--- config.mk ---
export PLATFORM = sky130hd
export DESIGN_NAME = tank_input_decoder
export DESIGN_NICKNAME = d
export VERILOG_FILES = /design/src/rtl/tank_input_decoder.sv
export SDC_FILE = /design/constraint.sdc
export NUM_CORES = 1
export LEC_CHECK = 0
export CAP_MARGIN = 5
export CORE_ASPECT_RATIO = 1.2
export CORE_MARGIN = 4
export CORE_UTILIZATION = 30
export DETAILED_ROUTE_END_ITERATION = 8
export PLACE_DENSITY = 0.56
export SYNTH_ARGS = -nofsm -noshare
export SYNTH_HDL_FRONTEND = slang
export SYNTH_SLANG_ARGS = --single-unit
--- constraint.sdc ---
create_clock -name Clk -period 2.58 [get_ports Clk]
set_input_delay 0.774 -clock Clk [delete_from_list [all_inputs] [get_ports Clk]]
set_output_delay 0.774 -clock Clk [all_outputs]
set_load 0.01 [all_outputs]
--- src/rtl/tank_input_decoder.sv ---
// Per-frame keycode decoder for two tank players: movement commands and fire pulses with cooldown.
// Define TANK_AUTOFIRE_EN to make a held fire key re-fire whenever its cooldown has expired.
module tank_input_decoder #(
  parameter int unsigned COOLDOWN_FRAMES = 30,
  parameter int unsigned CD_W            = 6
) (
  input  logic        Clk,
  input  logic        Reset,
  input  logic        frame_clk,
  input  logic [31:0] keycode,
  output logic [3:0]  p1_move,
  output logic [3:0]  p2_move,
  output logic        p1_fire,
  output logic        p2_fire,
  output logic        p1_ready,
  output logic        p2_ready
);

  localparam logic [7:0] KEY_ERR   = 8'h01;
  localparam logic [7:0] KEY_P1_UP = 8'h1A;
  localparam logic [7:0] KEY_P1_DN = 8'h16;
  localparam logic [7:0] KEY_P1_LF = 8'h04;
  localparam logic [7:0] KEY_P1_RT = 8'h07;
  localparam logic [7:0] KEY_P1_FR = 8'h2C;
  localparam logic [7:0] KEY_P2_UP = 8'h52;
  localparam logic [7:0] KEY_P2_DN = 8'h51;
  localparam logic [7:0] KEY_P2_LF = 8'h50;
  localparam logic [7:0] KEY_P2_RT = 8'h4F;
  localparam logic [7:0] KEY_P2_FR = 8'h28;
  localparam logic [CD_W-1:0] CD_LOAD = CD_W'(COOLDOWN_FRAMES);

  function automatic logic has_key(input logic [31:0] kc, input logic [7:0] code);
    logic hit;
    hit = 1'b0;
    for (int i = 0; i < 4; i++) begin
      if (kc[8*i +: 8] == code) hit = 1'b1;
    end
    return hit;
  endfunction

  // Opposing pairs cancel; vertical beats horizontal, so at most one bit survives.
  function automatic logic [3:0] resolve(input logic up, input logic dn,
                                         input logic lf, input logic rt);
    logic vu, vd, hl, hr, vert;
    vu   = up & ~dn;
    vd   = dn & ~up;
    hl   = lf & ~rt;
    hr   = rt & ~lf;
    vert = vu | vd;
    return {vu, vd, hl & ~vert, hr & ~vert};
  endfunction

  logic            r_fc_s1, r_fc_s2, r_fc_prev;
  logic [3:0]      r_p1_move, r_p2_move;
  logic            r_p1_fire, r_p2_fire;
  logic            r_p1_ready, r_p2_ready;
  logic            r_p1_prev_fire, r_p2_prev_fire;
  logic [CD_W-1:0] r_p1_cd, r_p2_cd;

  logic            w_tick, w_err;
  logic            w_p1_key, w_p2_key, w_p1_press, w_p2_press;
  logic            w_p1_shot, w_p2_shot;
  logic [3:0]      w_p1_move, w_p2_move;
  logic [CD_W-1:0] w_p1_cd_nxt, w_p2_cd_nxt;

  assign w_tick = r_fc_s2 & ~r_fc_prev;
  assign w_err  = has_key(keycode, KEY_ERR);

  assign w_p1_move = resolve(has_key(keycode, KEY_P1_UP), has_key(keycode, KEY_P1_DN),
                             has_key(keycode, KEY_P1_LF), has_key(keycode, KEY_P1_RT));
  assign w_p2_move = resolve(has_key(keycode, KEY_P2_UP), has_key(keycode, KEY_P2_DN),
                             has_key(keycode, KEY_P2_LF), has_key(keycode, KEY_P2_RT));
  assign w_p1_key  = has_key(keycode, KEY_P1_FR);
  assign w_p2_key  = has_key(keycode, KEY_P2_FR);

`ifdef TANK_AUTOFIRE_EN
  assign w_p1_press = w_p1_key;
  assign w_p2_press = w_p2_key;
`else
  assign w_p1_press = w_p1_key & ~r_p1_prev_fire;
  assign w_p2_press = w_p2_key & ~r_p2_prev_fire;
`endif

  assign w_p1_shot = w_tick & ~w_err & w_p1_press & (r_p1_cd == '0);
  assign w_p2_shot = w_tick & ~w_err & w_p2_press & (r_p2_cd == '0);

  // Cooldown next-state: load on a shot, otherwise count down to zero once per tick.
  always_comb begin
    w_p1_cd_nxt = r_p1_cd;
    w_p2_cd_nxt = r_p2_cd;
    if (w_tick) begin
      if (w_p1_shot)           w_p1_cd_nxt = CD_LOAD;
      else if (r_p1_cd != '0)  w_p1_cd_nxt = r_p1_cd - CD_W'(1);
      if (w_p2_shot)           w_p2_cd_nxt = CD_LOAD;
      else if (r_p2_cd != '0)  w_p2_cd_nxt = r_p2_cd - CD_W'(1);
    end
  end

  // Synchronizer flops reset high so a high frame_clk at release is not seen as an edge.
  always_ff @(posedge Clk or posedge Reset) begin
    if (Reset) begin
      r_fc_s1        <= 1'b1;
      r_fc_s2        <= 1'b1;
      r_fc_prev      <= 1'b1;
      r_p1_move      <= '0;
      r_p2_move      <= '0;
      r_p1_fire      <= 1'b0;
      r_p2_fire      <= 1'b0;
      r_p1_ready     <= 1'b1;
      r_p2_ready     <= 1'b1;
      r_p1_prev_fire <= 1'b0;
      r_p2_prev_fire <= 1'b0;
      r_p1_cd        <= '0;
      r_p2_cd        <= '0;
    end else begin
      r_fc_s1    <= frame_clk;
      r_fc_s2    <= r_fc_s1;
      r_fc_prev  <= r_fc_s2;
      r_p1_fire  <= w_p1_shot;
      r_p2_fire  <= w_p2_shot;
      r_p1_cd    <= w_p1_cd_nxt;
      r_p2_cd    <= w_p2_cd_nxt;
      r_p1_ready <= (w_p1_cd_nxt == '0);
      r_p2_ready <= (w_p2_cd_nxt == '0);
      if (w_tick && !w_err) begin
        r_p1_move      <= w_p1_move;
        r_p2_move      <= w_p2_move;
        r_p1_prev_fire <= w_p1_key;
        r_p2_prev_fire <= w_p2_key;
      end
    end
  end

  assign p1_move  = r_p1_move;
  assign p2_move  = r_p2_move;
  assign p1_fire  = r_p1_fire;
  assign p2_fire  = r_p2_fire;
  assign p1_ready = r_p1_ready;
  assign p2_ready = r_p2_ready;

endmodule
==> impl_metrics.ini, run 1 <==
[outcome]
status = finished, final reports clean

[synthesis]
syn_inst = 241
synth_flop_cell = dfrtp_1
synthTopCellsByArea = dfrtp_1 28%, dfstp_2 6.1%, ha_1 4.6%
ys_types = 59
yosysTopAreaCell = dfrtp_1
yosysWarnings = 0
syn_avg_cell_area_um2 = 8.95
synth_edf_count = 0
seq_area_frac_synth_pct = 34.0
synth_top_area_share_pct = 27.9
syn_area_um2 = 2160
async_reset_ff_share_pct = 100
syn-num-nets = 284
yosys_register_bits = 29

[sta]
setup_tns_ns = 0
relSlewSlack_pct = 62.6
worst_slew_pin_slew_ns = 0.556
drv_slew = 0
rsz0062_at_grt = false
fin_crit_sh_pct = 96.8
period_needed_ns = 2.50
fin_skew_ns = 0.00574
hold_viol = 0
setup_viol = 0
fmax_mhz = 400

[global_routing]
globalRoute.totalOverflow = 0
antenna_found_initial = 0
grt_max_degree = 30
grt_pass1_vias = 2348
grt.total_usage_pct = 15.1
grt_pass1_wl_um = 10300

[floorplan]
io_pins = 47
die_area_um2 = 8610
chipWidth_um = 85.4
initial_core_util_pct = 31.3
fp.coreArea_um2 = 6900
die_h_um = 101
rows = 33

[final_layout]
final_area_um2 = 3390
nFillCells = 670
num_antenna_cells = 0
drive_gt1_share_pct = 30.7
syn2layout_area_growth_pct = 57.5
post-route-util_pct = 49.2
finalNetCount = 394

[detailed_routing]
drc_errors = 0
totalWireLength_um = 6370
drt_pre_antenna_iters = 4
vias_per_cell = 5.18
wire_per_inst_um = 14.5
ant_nets = 0
via_count = 2275
drt_iter0_drc = 71

[power_and_ir_drop]
power.leakage_nw = 1.50
p_sw_share_pct = 32.2
p_sw_mw = 0.548
internal_power_mw = 1.15
p_per_area_nw_per_um2 = 502
clockPowerShare_pct = 28.6
peakVddDrop_v = 0.000291
comb_power_share_pct = 33.8
seq_power_share_pct = 37.6

[place]
dp_hpwl_um = 5080
post_dp_cell_area_um2 = 3140
gp_congestion = 0.977
portBuffers = 46

[clock_tree]
cts_tree = yes
cts_buffers = 5
clk_pin_slew_ns = 0.06
ctsLongestPathBuffers = 2
clk_latency_ns = 0.28
cts.sinks = 29
htreeDepth = 2
clockRootBuffer = clkbuf_8

[job]
max_cap_viol_count = 0

[worst_setup_path]
critPathMaxFanout = 5
start_kind = input pin
cp.arrival_ns = 2.66
critPathKind = in2reg
endpoint_kind = register
crit_required_ns = 2.75

[min_path]
hold_path.class = reg2reg
-- placed cells by master (no fill, tap or decap), drive strengths merged, types with 4 or more instances in the layout --
cell type and n:
mux2 6, nand3b 4, a31oi 4, nor4b 5, nand4 11, nand3 10
a21oi 4, ha 8, nor2b 11, clkdlybuf4s50 38, dfrtp 24, nand4b 6
nor3 16, or3 4, clkbuf 7, dfstp 5, nand2b 9, dlymetal6s2s 5
o21ai 10, buf 59, nor4 6, inv 16, nor2 17, nand2 16
-- critical path, cell delays in order --
cell,delay (ns)
clkdlybuf4s50_1,0.43
buf_4,0.16
nor4_1,0.37
nand4_1,0.18
and4_4,0.24
or3_4,0.38
inv_2,0.07
nor2_1,0.04
-- cells by family (layout without fill, tap and decap cells) --
family,Yosys count,count (layout),share of synthesized area [%]
muxes,6,6,3.13
DFF,29,29,34.0
AOI/OAI and AO/OA,40,40,13.5
buffers and inverters,18,129,3.48
xor gates and xnor gates,2,2,0.813
and+or+nand+nor,138,138,40.5
adders and majority gates,8,8,4.64
-- what timing repair did --
| item | 4_1_cts | 5_1_grt |
|---|---|---|
| pin swaps | 10 | 9 |
| resized for setup | 18 | 13 |
| hold buffers | 0 | 0 |
| setup buffers | 1 | 2 |
| setup endpoints to repair | 9 | 11 |
| hold endpoints to repair | 0 | 0 |
-- per-stage QoR --
stage                     hold WS, ns  std cells  total power [mW]  worst slack, ns
after floorplan                 0.345        241             0.981           0.0461
after global placement          0.350        429              1.20           -0.482
after detailed placement        0.353        429              1.21           -0.537
after CTS                       0.365        437              1.71          0.00582
after global routing            0.368        439              1.83           0.0105
final                           0.361        439              1.70           0.0828
-- power by group through the flow --
stage | Clock [mW] | Sequential [mW] | Combinational, mW
floorplan | 0 | 0.628 | 0.352
global placement | 0 | 0.643 | 0.557
detailed placement | 0 | 0.646 | 0.564
CTS | 0.499 | 0.640 | 0.575
global route | 0.530 | 0.656 | 0.639
finish | 0.487 | 0.641 | 0.576
-- area by class of cell --
type	count	area (um^2)	area share, %
Inverter	16	62.6	1.84
Multi-Input combinational cell	194	1460	43.1
Clock buffer	7	86.3	2.54
Timing Repair Buffer	105	912	26.9
Tap cell	87	109	3.21
Clock inverter	1	30.0	0.885
Sequential cell	29	732	21.6
-- sequential cells by signal, summed over array words and instances (netlist names) --
register        cells
p2_fire             1
r_p2_cd             6
r_fc_s2             1
p1_ready            1
p1_fire             1
r_p1_prev_fire      1
r_fc_s1             1
p1_move             4
p2_move             4
p2_ready            1
r_p1_cd             6
r_fc_prev           1
r_p2_prev_fire      1
-- metal layers --
metal	wire length, um	track usage [%]	vias to the layer above	share of wire, %
met5	0	0	-	0
met1	2560	15.5	1059	40
met4	206	6.70	0	3.2
li1	-	-	1148	-
met3	224	3.11	14	3.5
met2	3380	29.1	54	53
-- synth_stat cells (3+ instances only) --
master and number:
dfrtp_1 24, nor2_1 17, nor3_1 16, nand2_1 15
inv_1 14, nand4_1 11, nor2b_1 11, o21ai_0 10
nand2b_1 9, nand3_1 9, ha_1 8, mux2_2 6
nand4b_1 6, nor4_1 6, dfstp_2 5, a21oi_1 4
a31oi_1 4, nand3b_1 4, nor4b_1 4, and4b_1 3
nor3b_1 3, o221ai_1 3, or3_1 3
-- final timing paths --
kind | endpoint | from | slack, ns | cells past startpoint
max | r_p1_cd[0] | keycode[24] | 0.08 | 8
max reg2reg | p1_move[1] | r_fc_s2 | 0.62 | 5
max in group asynchronous | p2_ready | Reset | 1.39 | 3
min | r_fc_s2 | r_fc_s1 | 0.36 | 0
min in group asynchronous | p1_move[0] | Reset | 0.88 | 3
min reg2reg | r_fc_s2 | r_fc_s1 | 0.36 | 0
(Power assumes the default switching activity.)
==> run 2, diff against run 1 <==
--- a/config.mk
+++ b/config.mk
@@ -5,11 +5,11 @@
 export SDC_FILE = /design/constraint.sdc
 export NUM_CORES = 1
 export LEC_CHECK = 0
-export CAP_MARGIN = 5
 export CORE_ASPECT_RATIO = 1.2
 export CORE_MARGIN = 4
 export CORE_UTILIZATION = 30
 export DETAILED_ROUTE_END_ITERATION = 8
+export GPL_ROUTABILITY_DRIVEN = 0
 export PLACE_DENSITY = 0.56
 export SYNTH_ARGS = -nofsm -noshare
 export SYNTH_HDL_FRONTEND = slang
==> results of run 2 <==
No change in the layout: final DEF, timing and power equal those of run 1.
==> run 3, diff against run 2 <==
==> constraint.sdc (replaced) <==
create_clock -name Clk -period 2.58 [get_ports Clk]
set_input_delay 0.516 -clock Clk [delete_from_list [all_inputs] [get_ports Clk]]
set_output_delay 0.516 -clock Clk [all_outputs]
set_load 0.01 [all_outputs]
==> run 3 against run 2 <==
  * Sequential share of layout area up 1.4 points
  * Cell count decreased by 3.4%
  * Sequential power about the same
  * Clock power hardly changed
  * Global-route usage is 0.97 points lower
  * Worst setup slack improved by 0.030 ns
  * Die area unchanged
  * Critical path depth did not move
  * Non-clock buffer count is 15 lower
  * First-iteration DRC count shrank 23%
  * Register-to-register slack worse by 0.14 ns
  * Worst hold slack got worse by 0.0062 ns
==> impl_metrics.ini, run 3 (synthesized netlist as in run 1, its figures left out) <==
[outcome]
status = finished, final reports clean

[worst_setup_path]
r2r_cells = 5
worstPathCellList = clkdlybuf4s50_1 -> nor3_1 -> and4b_1 -> a22oi_1 -> o221ai_2 -> ha_1 -> inv_1 -> o41ai_1
cp.arrival_ns = 2.63
critPathMaxFanout = 4
slowest_stage = clkdlybuf4s50_1
critPathKind = in2reg
start_kind = input pin
crit_required_ns = 2.74
slowest_delay_ns = 0.52
endpoint_kind = register

[place]
placedCellCount = 416
dp_hpwl_um = 5040
post_dp_cell_area_um2 = 3040
portBuffers = 46

[floorplan]
die_area_um2 = 8610
chipWidth_um = 85.4
rows = 33
initial_core_util_pct = 31.3
fp.coreArea_um2 = 6900
io_pins = 47
die_h_um = 101

[detailed_routing]
totalWireLength_um = 6010
vias_per_cell = 5.29
drc_errors = 0
drt_pre_antenna_iters = 4
via_count = 2243
drt_iter0_drc = 55
ant_nets = 0
wire_per_inst_um = 14.2

[sta]
relSlewSlack_pct = 62.7
worst_slew_pin_slew_ns = 0.555
setup_tns_ns = 0
period_needed_ns = 2.47
rsz0062_at_grt = false
fin_skew_ns = 0.00745
setup_viol = 0
fin_crit_sh_pct = 95.6
drv_slew = 0
hold_viol = 0
fmax_mhz = 405

[final_layout]
final_area_um2 = 3190
num_antenna_cells = 0
drive_gt1_share_pct = 24.0
instances_no_fill = 424
syn2layout_area_growth_pct = 48.2
layout_common_cells = 46 x clkdlybuf4s50_1, 44 x buf_4, 24 x dfrtp_1, 16 x nor3_1, 16 x nor2_1
seq_area_um2 = 732
multiInputGateArea_um2 = 1380
finalNetCount = 379
final_common_cell = clkdlybuf4s50_1
reg_top3 = r_p1_cd: 6 flops, r_p2_cd: 6 flops
nFillCells = 687

[clock_tree]
cts_buffers = 5
cts.sinks = 29
ctsLongestPathBuffers = 2
clk_latency_ns = 0.28
cts_tree = yes
clk_pin_slew_ns = 0.06
post-cts-setup-buffer-count = 0
clockRootBuffer = clkbuf_8
htreeDepth = 2

[global_routing]
antenna_found_initial = 0
globalRoute.totalOverflow = 0
grt.total_usage_pct = 14.1
grt_pass1_vias = 2178
grt_max_degree = 30
grt_pass1_wl_um = 9670

[power_and_ir_drop]
p_per_area_nw_per_um2 = 527
power.leakage_nw = 1.34
peakVddDrop_v = 0.000453
finalPower_mw = 1.68

[min_path]
hold_depth = 0
hold_path.class = reg2reg

[job]
max_cap_viol_count = 0
## run 3: cell types whose count changed in the layout (fill, tap and decap cells not counted), sizes merged
cell and delta:
dlygate4sd2 -3, clkinvlp +1, buf -15, clkdlybuf4s50 +8, dlymetal6s2s -5, clkbuf -1
## run 3: what timing repair did
item / in CTS / in global routing
resized for setup: 0 / 6
setup endpoints to repair: 0 / 3
hold buffers: 0 / 0
## run 3: final timing paths
path | startpoint | to | slack (ns)
hold / removal | r_fc_s1 | r_fc_s2 | 0.36
hold reg to reg | r_fc_s1 | r_fc_s2 | 0.36
setup / recovery | keycode[13] | p1_move[1] | 0.11
max in group asynchronous | Reset | r_fc_s1 | 1.66
min in group asynchronous | Reset | r_p2_cd[1] | 0.61
setup reg to reg | r_fc_s2 | p1_move[1] | 0.48
## run 3: area by class of cell
cell class                 count  share of cell area, %
multi-input combinational    194                   43.2
timing repair buffer          90                   24.8
inverter                      16                   1.96
clock buffer                   6                   2.59
sequential                    29                   22.9
tap                           87                   3.41
clock inverter                 2                   1.18
## run 3: metrics by stage
step	hold slack (ns)	util (%)	setup WS (ns)
2_1_floorplan	0.345	-	0.304
3_3_place_gp	0.350	44.1	-0.205
3_5_place_dp	0.351	44.1	-0.266
4_1_cts	0.356	45.9	0.0301
5_1_grt	0.358	46.3	0.00321
6_report	0.355	46.3	0.113
## run 3: power by group
group	internal [mW]	leakage, nW	switching, mW
Clock	0.314	0.0574	0.176
Combinational	0.279	0.926	0.275
Sequential	0.551	0.361	0.0894
Total	1.14	1.34	0.540
## run 3: critical path, delay by kind of cell
family	cells	cell delay, ns
fa+ha+maj	1	0.33
simple gates	2	0.35
compound gates	3	0.86
buf+inv	2	0.57
## run 3: routing by layer
metal	track usage, %	part of all wire, %	vias to the layer above
met5	0	0	-
met4	6.21	4.4	0
met3	3.11	4.8	19
met2	26.9	52	73
met1	14.6	39	1035
li1	-	-	1116
